[src/rtl/cpu_dcache_dm_pkg.sv]
// Shared types and address-field helpers for the direct-mapped data cache.
// 32 B lines, 8 sets, 24-bit tags; refills move 4 beats of 64 bits.
package cache_types;

    typedef enum logic [1:0] {IDLE, COMPARE, WRITEBACK, FILL} state_t;

    localparam int TAG_W      = 24;
    localparam int IDX_W      = 3;
    localparam int WORD_W     = 3;
    localparam int LINE_W     = 256;
    localparam int BEAT_W     = 64;
    localparam int LINE_BYTES = 32;

    function automatic logic [TAG_W-1:0] get_tag(input logic [31:0] addr);
        return addr[31:8];
    endfunction

    function automatic logic [IDX_W-1:0] get_index(input logic [31:0] addr);
        return addr[7:5];
    endfunction

    function automatic logic [WORD_W-1:0] get_word(input logic [31:0] addr);
        return addr[4:2];
    endfunction

endpackage

[src/rtl/cpu_dcache_dm_data_array.sv]
// Line storage: 8 x 256 b, per-byte write enables, combinational read of the indexed line.
// Serves both core-word merges and 64-bit refill beats through the same write port.
module cache_data_array
    import cache_types::*;
(
    input  logic                  i_clk,
    input  logic                  i_we,
    input  logic [IDX_W-1:0]      i_idx,
    input  logic [LINE_BYTES-1:0] i_be,
    input  logic [LINE_W-1:0]     i_wdata,
    output logic [LINE_W-1:0]     o_rdata
);

    logic [LINE_W-1:0] r_lines [2**IDX_W];

    always_ff @(posedge i_clk) begin
        if (i_we) begin
            for (int b = 0; b < LINE_BYTES; b++) begin
                if (i_be[b]) r_lines[i_idx][8*b +: 8] <= i_wdata[8*b +: 8];
            end
        end
    end

    assign o_rdata = r_lines[i_idx];

endmodule

[src/rtl/cpu_dcache_dm.sv]
// Direct-mapped write-back/write-allocate D-cache: hit responds 2 cycles after request,
// clean miss 7 cycles, dirty miss 11 (1 beat/cycle memory); core holds its request until mem_resp.
module cpu_dcache_dm
    import cache_types::*;
#(
    parameter int S_INDEX  = 3,
    parameter int S_OFFSET = 5
)
(
    input  logic        clk,
    input  logic        rst,
    input  logic        mem_read,
    input  logic        mem_write,
    input  logic [3:0]  mem_byte_enable,
    input  logic [31:0] mem_address,
    input  logic [31:0] mem_wdata,
    output logic        mem_resp,
    output logic [31:0] mem_rdata,
    output logic        pmem_read,
    output logic        pmem_write,
    output logic [31:0] pmem_address,
    output logic [63:0] pmem_wdata,
    input  logic [63:0] pmem_rdata,
    input  logic        pmem_resp
);

    localparam int SETS = 1 << S_INDEX;

    state_t            r_state;
    logic [SETS-1:0]   r_valid;
    logic [SETS-1:0]   r_dirty;
    logic [TAG_W-1:0]  r_tag [SETS];
    logic [1:0]        r_beat_cnt;
    logic [31:0]       r_req_addr;
    logic [31:0]       r_req_wdata;
    logic [3:0]        r_req_be;
    logic              r_req_write;

    logic [IDX_W-1:0]      w_idx;
    logic [TAG_W-1:0]      w_req_tag;
    logic [WORD_W-1:0]     w_word;
    logic [LINE_W-1:0]     w_line;
    logic                  w_hit;
    logic                  w_arr_we;
    logic [LINE_BYTES-1:0] w_arr_be;
    logic [LINE_W-1:0]     w_arr_wdata;

    assign w_idx     = get_index(r_req_addr);
    assign w_req_tag = get_tag(r_req_addr);
    assign w_word    = get_word(r_req_addr);
    assign w_hit     = r_valid[w_idx] && (r_tag[w_idx] == w_req_tag);

    cache_data_array u_data (
        .i_clk   (clk),
        .i_we    (w_arr_we),
        .i_idx   (w_idx),
        .i_be    (w_arr_be),
        .i_wdata (w_arr_wdata),
        .o_rdata (w_line)
    );

    // Outputs decode from the registered state, so an async reset drops them immediately.
    always_comb begin
        mem_resp     = 1'b0;
        mem_rdata    = '0;
        pmem_read    = 1'b0;
        pmem_write   = 1'b0;
        pmem_address = '0;
        pmem_wdata   = '0;
        w_arr_we     = 1'b0;
        w_arr_be     = '0;
        w_arr_wdata  = '0;
        case (r_state)
            COMPARE: begin
                if (w_hit) begin
                    mem_resp  = 1'b1;
                    mem_rdata = w_line[{w_word, 5'b0} +: 32];
                    if (r_req_write) begin
                        w_arr_we    = 1'b1;
                        w_arr_be    = LINE_BYTES'({28'b0, r_req_be}) << {w_word, 2'b0};
                        w_arr_wdata = {8{r_req_wdata}};
                    end
                end
            end
            WRITEBACK: begin
                pmem_write   = 1'b1;
                pmem_address = {r_tag[w_idx], w_idx, {S_OFFSET{1'b0}}};
                pmem_wdata   = w_line[{r_beat_cnt, 6'b0} +: BEAT_W];
            end
            FILL: begin
                pmem_read    = 1'b1;
                pmem_address = {w_req_tag, w_idx, {S_OFFSET{1'b0}}};
                if (pmem_resp) begin
                    w_arr_we    = 1'b1;
                    w_arr_be    = LINE_BYTES'(32'hFF) << {r_beat_cnt, 3'b0};
                    w_arr_wdata = {4{pmem_rdata}};
                end
            end
            default: ;
        endcase
    end

    always_ff @(posedge clk or posedge rst) begin
        if (rst) begin
            r_state     <= IDLE;
            r_valid     <= '0;
            r_dirty     <= '0;
            r_beat_cnt  <= '0;
            r_req_addr  <= '0;
            r_req_wdata <= '0;
            r_req_be    <= '0;
            r_req_write <= 1'b0;
        end else begin
            case (r_state)
                IDLE: begin
                    if (mem_read || mem_write) begin
                        r_req_addr  <= mem_address;
                        r_req_wdata <= mem_wdata;
                        r_req_be    <= mem_byte_enable;
                        r_req_write <= mem_write;
                        r_state     <= COMPARE;
                    end
                end
                COMPARE: begin
                    if (w_hit) begin
                        if (r_req_write) r_dirty[w_idx] <= 1'b1;
                        r_state <= IDLE;
                    end else if (r_valid[w_idx] && r_dirty[w_idx]) begin
                        r_state <= WRITEBACK;
                    end else begin
                        r_state <= FILL;
                    end
                end
                WRITEBACK: begin
                    if (pmem_resp) begin
                        r_beat_cnt <= r_beat_cnt + 2'd1;
                        if (r_beat_cnt == 2'd3) begin
                            r_dirty[w_idx] <= 1'b0;
                            r_state        <= FILL;
                        end
                    end
                end
                FILL: begin
                    if (pmem_resp) begin
                        r_beat_cnt <= r_beat_cnt + 2'd1;
                        if (r_beat_cnt == 2'd3) begin
                            r_valid[w_idx] <= 1'b1;
                            r_dirty[w_idx] <= 1'b0;
                            r_state        <= COMPARE;
                        end
                    end
                end
                default: r_state <= IDLE;
            endcase
        end
    end

    always_ff @(posedge clk) begin
        if (r_state == FILL && pmem_resp && r_beat_cnt == 2'd3) r_tag[w_idx] <= w_req_tag;
    end

    // Simultaneous read and write is a core bug; the write wins in IDLE.
    assert property (@(posedge clk) disable iff (rst) !(mem_read && mem_write));

endmodule

[config.mk]
export PLATFORM = sky130hd
export DESIGN_NAME = cpu_dcache_dm
export DESIGN_NICKNAME = d
export VERILOG_FILES = /design/src/rtl/cpu_dcache_dm_pkg.sv /design/src/rtl/cpu_dcache_dm_data_array.sv /design/src/rtl/cpu_dcache_dm.sv
export SDC_FILE = /design/constraint.sdc
export NUM_CORES = 2
export LEC_CHECK = 0
export ABC_AREA = 0
export BUFFER_PORTS_ARGS = -buffer_cell sky130_fd_sc_hd__buf_4
export CAP_MARGIN = 20
export CORE_ASPECT_RATIO = 1.2
export CORE_UTILIZATION = 38
export CTS_BUF_LIST = sky130_fd_sc_hd__clkbuf_16
export CTS_CLUSTER_DIAMETER = 50
export DETAILED_ROUTE_END_ITERATION = 10
export SYNTH_ARGS = -nofsm -noshare
export SYNTH_HDL_FRONTEND = slang
export SYNTH_SLANG_ARGS = --single-unit
[constraint.sdc]
create_clock -name clk -period 13.35 [get_ports clk]
set_input_delay 2.67 -clock clk [delete_from_list [all_inputs] [get_ports clk]]
set_output_delay 2.67 -clock clk [all_outputs]
set_load 0.05 [all_outputs]
Word level (Yosys, flattened, before mapping)
Memory sizes are Yosys's and may differ from the RTL's. Index checks and enable logic that the tools add are counted.

Flip-flop bits (word level): 89. Memory bits (writable): 2240. Bits of input ports: 137. Output and inout port bits: 131. Logic and storage cells: 186. Memories kept: 2.

Memories: u_data.r_lines (depth 8, bits a word 256, rd ports 1, clocked after Yosys merged registers in 0, wr ports 1, RTL line cpu_dcache_dm_data_array.sv:14) `logic [LINE_W-1:0] r_lines [2**IDX_W];`; r_tag (depth 8, bits a word 24, rd ports 1, clocked after Yosys merged registers in 0, wr ports 1, RTL line cpu_dcache_dm.sv:32) `logic [TAG_W-1:0] r_tag [SETS];`.

Add/sub/neg operators: 1. $lt $le $gt $ge: 2. Eq/ne operators: 14. Shifts and indexed selects: 4. Multiplexer cells: 137. Bitwise operators: 4. Reduce and logical (&&, ||, !) cells: 14.

Operators with widths (number): $mux W256 (3); $pmux W256 S2 (1); $shiftx A256 B9 Y32 (1); $shiftx A256 B9 Y64 (1); $mux W32 (5); $pmux W32 S2 (2); $mux W1 (109); $mux W64 (1); $mux W8 (4); $shl A4 B5 Y32 (1); $shl A8 B5 Y32 const A (1); $eq A24 B24 Y1 (1); $or A8 B8 Y8 (2); $pmux W8 S2 (1); $mux W2 (6); $ne A2 B2 Y1 const B (6); $reduce_and A5 Y1 (2); $and A8 B8 Y8 (1); $not A8 Y8 (1); $pmux W2 S4 (1); $bmux W1 S3 (2); $eq A2 B2 Y1 const B (3); $ne A2 B1 Y1 const B (3); $logic_and A1 B1 Y1 (5); 12 further kinds (13).

Depth between registers and ports, before layout
Depth after elaboration: 9. Mapped depth: 16. Depth with buffers taken out: 8.

By module
From an unflattened synthesis, not the netlist that was laid out.

Cells, all modules: 4500. Area total of the unflattened synthesis: 95502.8 um^2.

Modules (own cells, without submodules): cache_data_array (instances 1, cells each 3288, area each 78651.7 um^2, seq. area each 61499.0 um^2); cpu_dcache_dm (instances 1, cells each 1212, area each 16851.2 um^2, seq. area each 7942.6 um^2).

Least setup slack after synthesis
No wires, ideal clock.

Path type: register -> output. From: register r_req_addr[7]. To: output mem_rdata[22]. Arrival time: 4.363 ns. Data required time: 10.680 ns. Slack: 6.317 ns. Cell stages (with the launch flop): 14. Cell sequence: dfrtp_1 > buf_2 > buf_2 > buf_2 > buf_1 > mux4_2 > mux2i_1 > xor2_1 > and4b_1 > nand4_1 > nor4b_4 > nand2_1 > clkbuf_1 > a211oi_1.

Cells in the longest elaborated chain, start to end: 5. Elaborated cells between the ends (all ways): 9. Those cells by class: eq/ne (1); shift (1); mux (4); reduce/logical (1); memory (2).

RTL lines: start, declared (RTL line cpu_dcache_dm.sv:34) `logic [31:0] r_req_addr;`; start signal, assigned (RTL line cpu_dcache_dm.sv:117) `r_req_addr <= mem_address;`; parallel branches: the longest is 3 deep, another holds $mem_v2 Z8 W256; $mux W32 (*) (RTL line cpu_dcache_dm.sv:75) `if (w_hit) begin`; $mux W32 (*) (RTL line cpu_dcache_dm.sv:73) `case (r_state)`; end, declared (RTL line cpu_dcache_dm.sv:18) `output logic [31:0] mem_rdata,`.

Mark *: on every way between the ends. The select of a mux whose other input is x is not followed.

Final worst setup path
From: register r_req_addr[7]. To: output mem_rdata[13].

The elaborated chain is that of the path after synthesis.

==> summary.txt <==
status: finished clean
CTS tree: yes
Detailed Place HPWL: 196000 um
placed instance count: 8727
Max Clk Rate: 0.0988 GHz
# DRC: 0
crit path capture type: output pin
crit-path cells: buf_4 > buf_4 > and2_4 > buf_12 > buf_4 > a22oi_1 > and4_1 > mux2i_1 > nand2_1 > a311oi_2 > buf_4
Slowest-stage cell, CP: dfrtp_4
crit-path max cell delay: 0.93 ns
peak supply drop: 0.176 mV
worst path required time: 10.68 ns
register share of total power: 39.1%
GP Congestion: 0.903
Port-buffer cells: 260
global route total overflow: 0
Clk Latency, worst-skew pair: 0.87 ns
Crit path buffers/inverters: 5
via count: 56700
post-CTS resize count: 0
Synth async-reset ratio: 3.74%
Area Growth Syn to Fin: 16.3%
WP data arrival: 7.46 ns
WL final: 312000 um
Mean Syn Cell Area: 17.1 um2
total of max-cap violations: 0
Rel. slew slack: 16.9%
share of layout cells above drive strength 1: 21.8%
Psw: 8.81 mW
Worst-path clk slew: 0.06 ns
clock sink total: 2327
1st-iter DRT viols: 7658
DR WL/cell: 34.1 um
area fraction of the dominant cell type after synthesis: 73.4%
CP max FO: 121
CTS HTree Levels: 4
Switching Fraction: 38.1%
sequential fraction of the synthesis area: 75.8%
total power: 23.1 mW
post-CTS setup buffer count: 0
number of synthesized flops with an enable pin: 2240
most common cell in the netlist: edfxtp_1
number of CTS-inserted buffers: 220
initial antenna violation count: 16
RSZ-0062 raised after global routing: no
Int Pwr: 14.3 mW
Vias/cell: 6.19
CP Launch Type: flip-flop
dominant synthesized flop cell: edfxtp_1
commonest cells in the netlist: edfxtp_1, a22oi_1, clkbuf_1
clock skew: 0.0415 ns
core outline area: 240000 um2
largest area contributor in the netlist: edfxtp_1
Antenna Nets Post-Route: 0
minimum clock period: 10.13 ns
Yosys reg bits: 2327
Ys Warns: 0
# setup viols final: 0
die extent in y: 540 um
LEAKAGE: 35.3 nW
Post-Place Worst Slack: 4.23 ns
Final WS setup: 3.22 ns
setup TNS: 0 ns
die area: 243000 um2
Combinational Power Share: 34.3%
clock share of power: 26.6%
clk buf depth: 3
Slew Limit Fails: 0
Crit path max-delay family: buffers and inverters
final non-filler cell total: 9164
largest net degree at the start of global routing: 147
Pwr Density: 217 nW/um2
First-pass DRT Iterations: 6
WS Path Type: flip-flop to output pin
# rows: 197
worst hold path type: flip-flop to flip-flop
Ports: 268
number of global-route vias before repair: 53700
Final Hold Fails: 0
Yosys cell types: 59
Mapped Cells: 5373
most used cell, CP: buf_4
Post-Syn Area: 91600 um2
die span in x: 450 um
gr usage total: 24.9%
Slew @ Worst Pin: 1.24 ns
first-pass GRT wire length: 428000 um
Clk Tree Root Cell: clkbuf_16
Post-CTS Hold Buffers: 0
Starting Density: 38.2%
nets: 5932
Final Cycle Share: 75.8%
Synth area leaders: edfxtp_1, a22oi_1, dfrtp_1, mux4_2, clkbuf_1
==> power groups by stage <==
| stage | logic (mW) | clock network [mW] | registers, mW |
|---|---|---|---|
| 2_1_floorplan | 4.61 | 0 | 8.85 |
| 3_3_place_gp | 7.73 | 0 | 9.16 |
| 3_5_place_dp | 7.79 | 0 | 9.18 |
| 4_1_cts | 7.81 | 6.20 | 9.02 |
| 5_1_grt | 8.18 | 6.46 | 9.06 |
| 6_report | 7.94 | 6.15 | 9.04 |
==> stage by stage <==
stage | hold WS, ns | instance area (um2) | utilization, %
CTS | 0.465 | 106000 | 44.3
finish | 0.469 | 107000 | 44.4
global placement | 0.444 | 99100 | 41.3
global route | 0.480 | 107000 | 44.4
detailed placement | 0.447 | 99200 | 41.4
floorplan | 0.428 | 91600 | -
==> path summary, 6_finish.rpt <==
| path | cells after the start | slack, ns | from | to |
|---|---|---|---|---|
| setup / recovery | 11 | 3.22 | r_req_addr[7]$_DFFE_PP0P_ | mem_rdata[13] |
| hold / removal | 1 | 0.47 | r_valid[2]$_DFFE_PP0P_ | r_valid[2]$_DFFE_PP0P_ |
| setup reg to reg | 11 | 6.20 | r_req_addr[7]$_DFFE_PP0P_ | u_data.r_lines[6][28]$_DFFE_PP_ |
| hold reg to reg | 1 | 0.47 | r_valid[2]$_DFFE_PP0P_ | r_valid[2]$_DFFE_PP0P_ |
| max in group asynchronous | 3 | 10.18 | rst | r_req_addr[7]$_DFFE_PP0P_ |
| min in group asynchronous | 2 | 1.85 | rst | r_req_wdata[22]$_DFFE_PP0P_ |
==> state kept, by name, indices dropped and copies added, names as in the netlist, named ones only <==
signal	flops
r_beat_cnt	2
r_req_addr	30
r_req_be	4
r_req_wdata	32
r_req_write	1
r_state	2
r_tag	192
r_valid	8
u_data.r_lines	2048
==> layout by cell type, fill, tap and decap left out, drive strengths merged, types with 22 or more instances in the layout <==
master and instances:
mux2 85, edfxtp 2240, o21ai 89, mux4 89, clkinv 102, o41ai 128, a21oi 146, nor2 86
clkbuf 224, nand4 155, a211oi 42, dfrtp 87, nand2 193, o31ai 22, inv 78, and4 97
a22oi 957, o211ai 103, buf 626, a22o 99, mux2i 88
==> layer usage <==
metal | vias to the layer above | track usage [%] | share of wire (%)
li1 | 23300 | - | -
met1 | 29200 | 32.3 | 37
met2 | 3529 | 39.3 | 47
met3 | 623 | 5.20 | 10
met4 | 8 | 13.4 | 5.9
met5 | - | 0 | 0.017
==> cell type report <==
cell class	instances	area [um2]
tap	3184	3980
clock inverter	183	1460
antenna	9	22.5
multi-input combinational	2585	21000
timing repair buffer	627	4970
clock buffer	223	5580
inverter	26	108
fill	20700	133000
sequential	2327	69500
==> cells by family after synthesis <==
family | count (synthesis) | synth area share (%)
flip-flops | 2327 | 75.8
XOR/XNOR | 12 | 0.115
buffers and inverters | 465 | 2.08
other | 1 | 0.00409
adder cells (fa/ha/maj) | 8 | 0.109
multiplexers | 262 | 4.19
AND/OR/NAND/NOR | 660 | 4.07
AO/OA/AOI/OAI | 1638 | 13.6
Note: power is estimated with default switching activity, not from simulation.
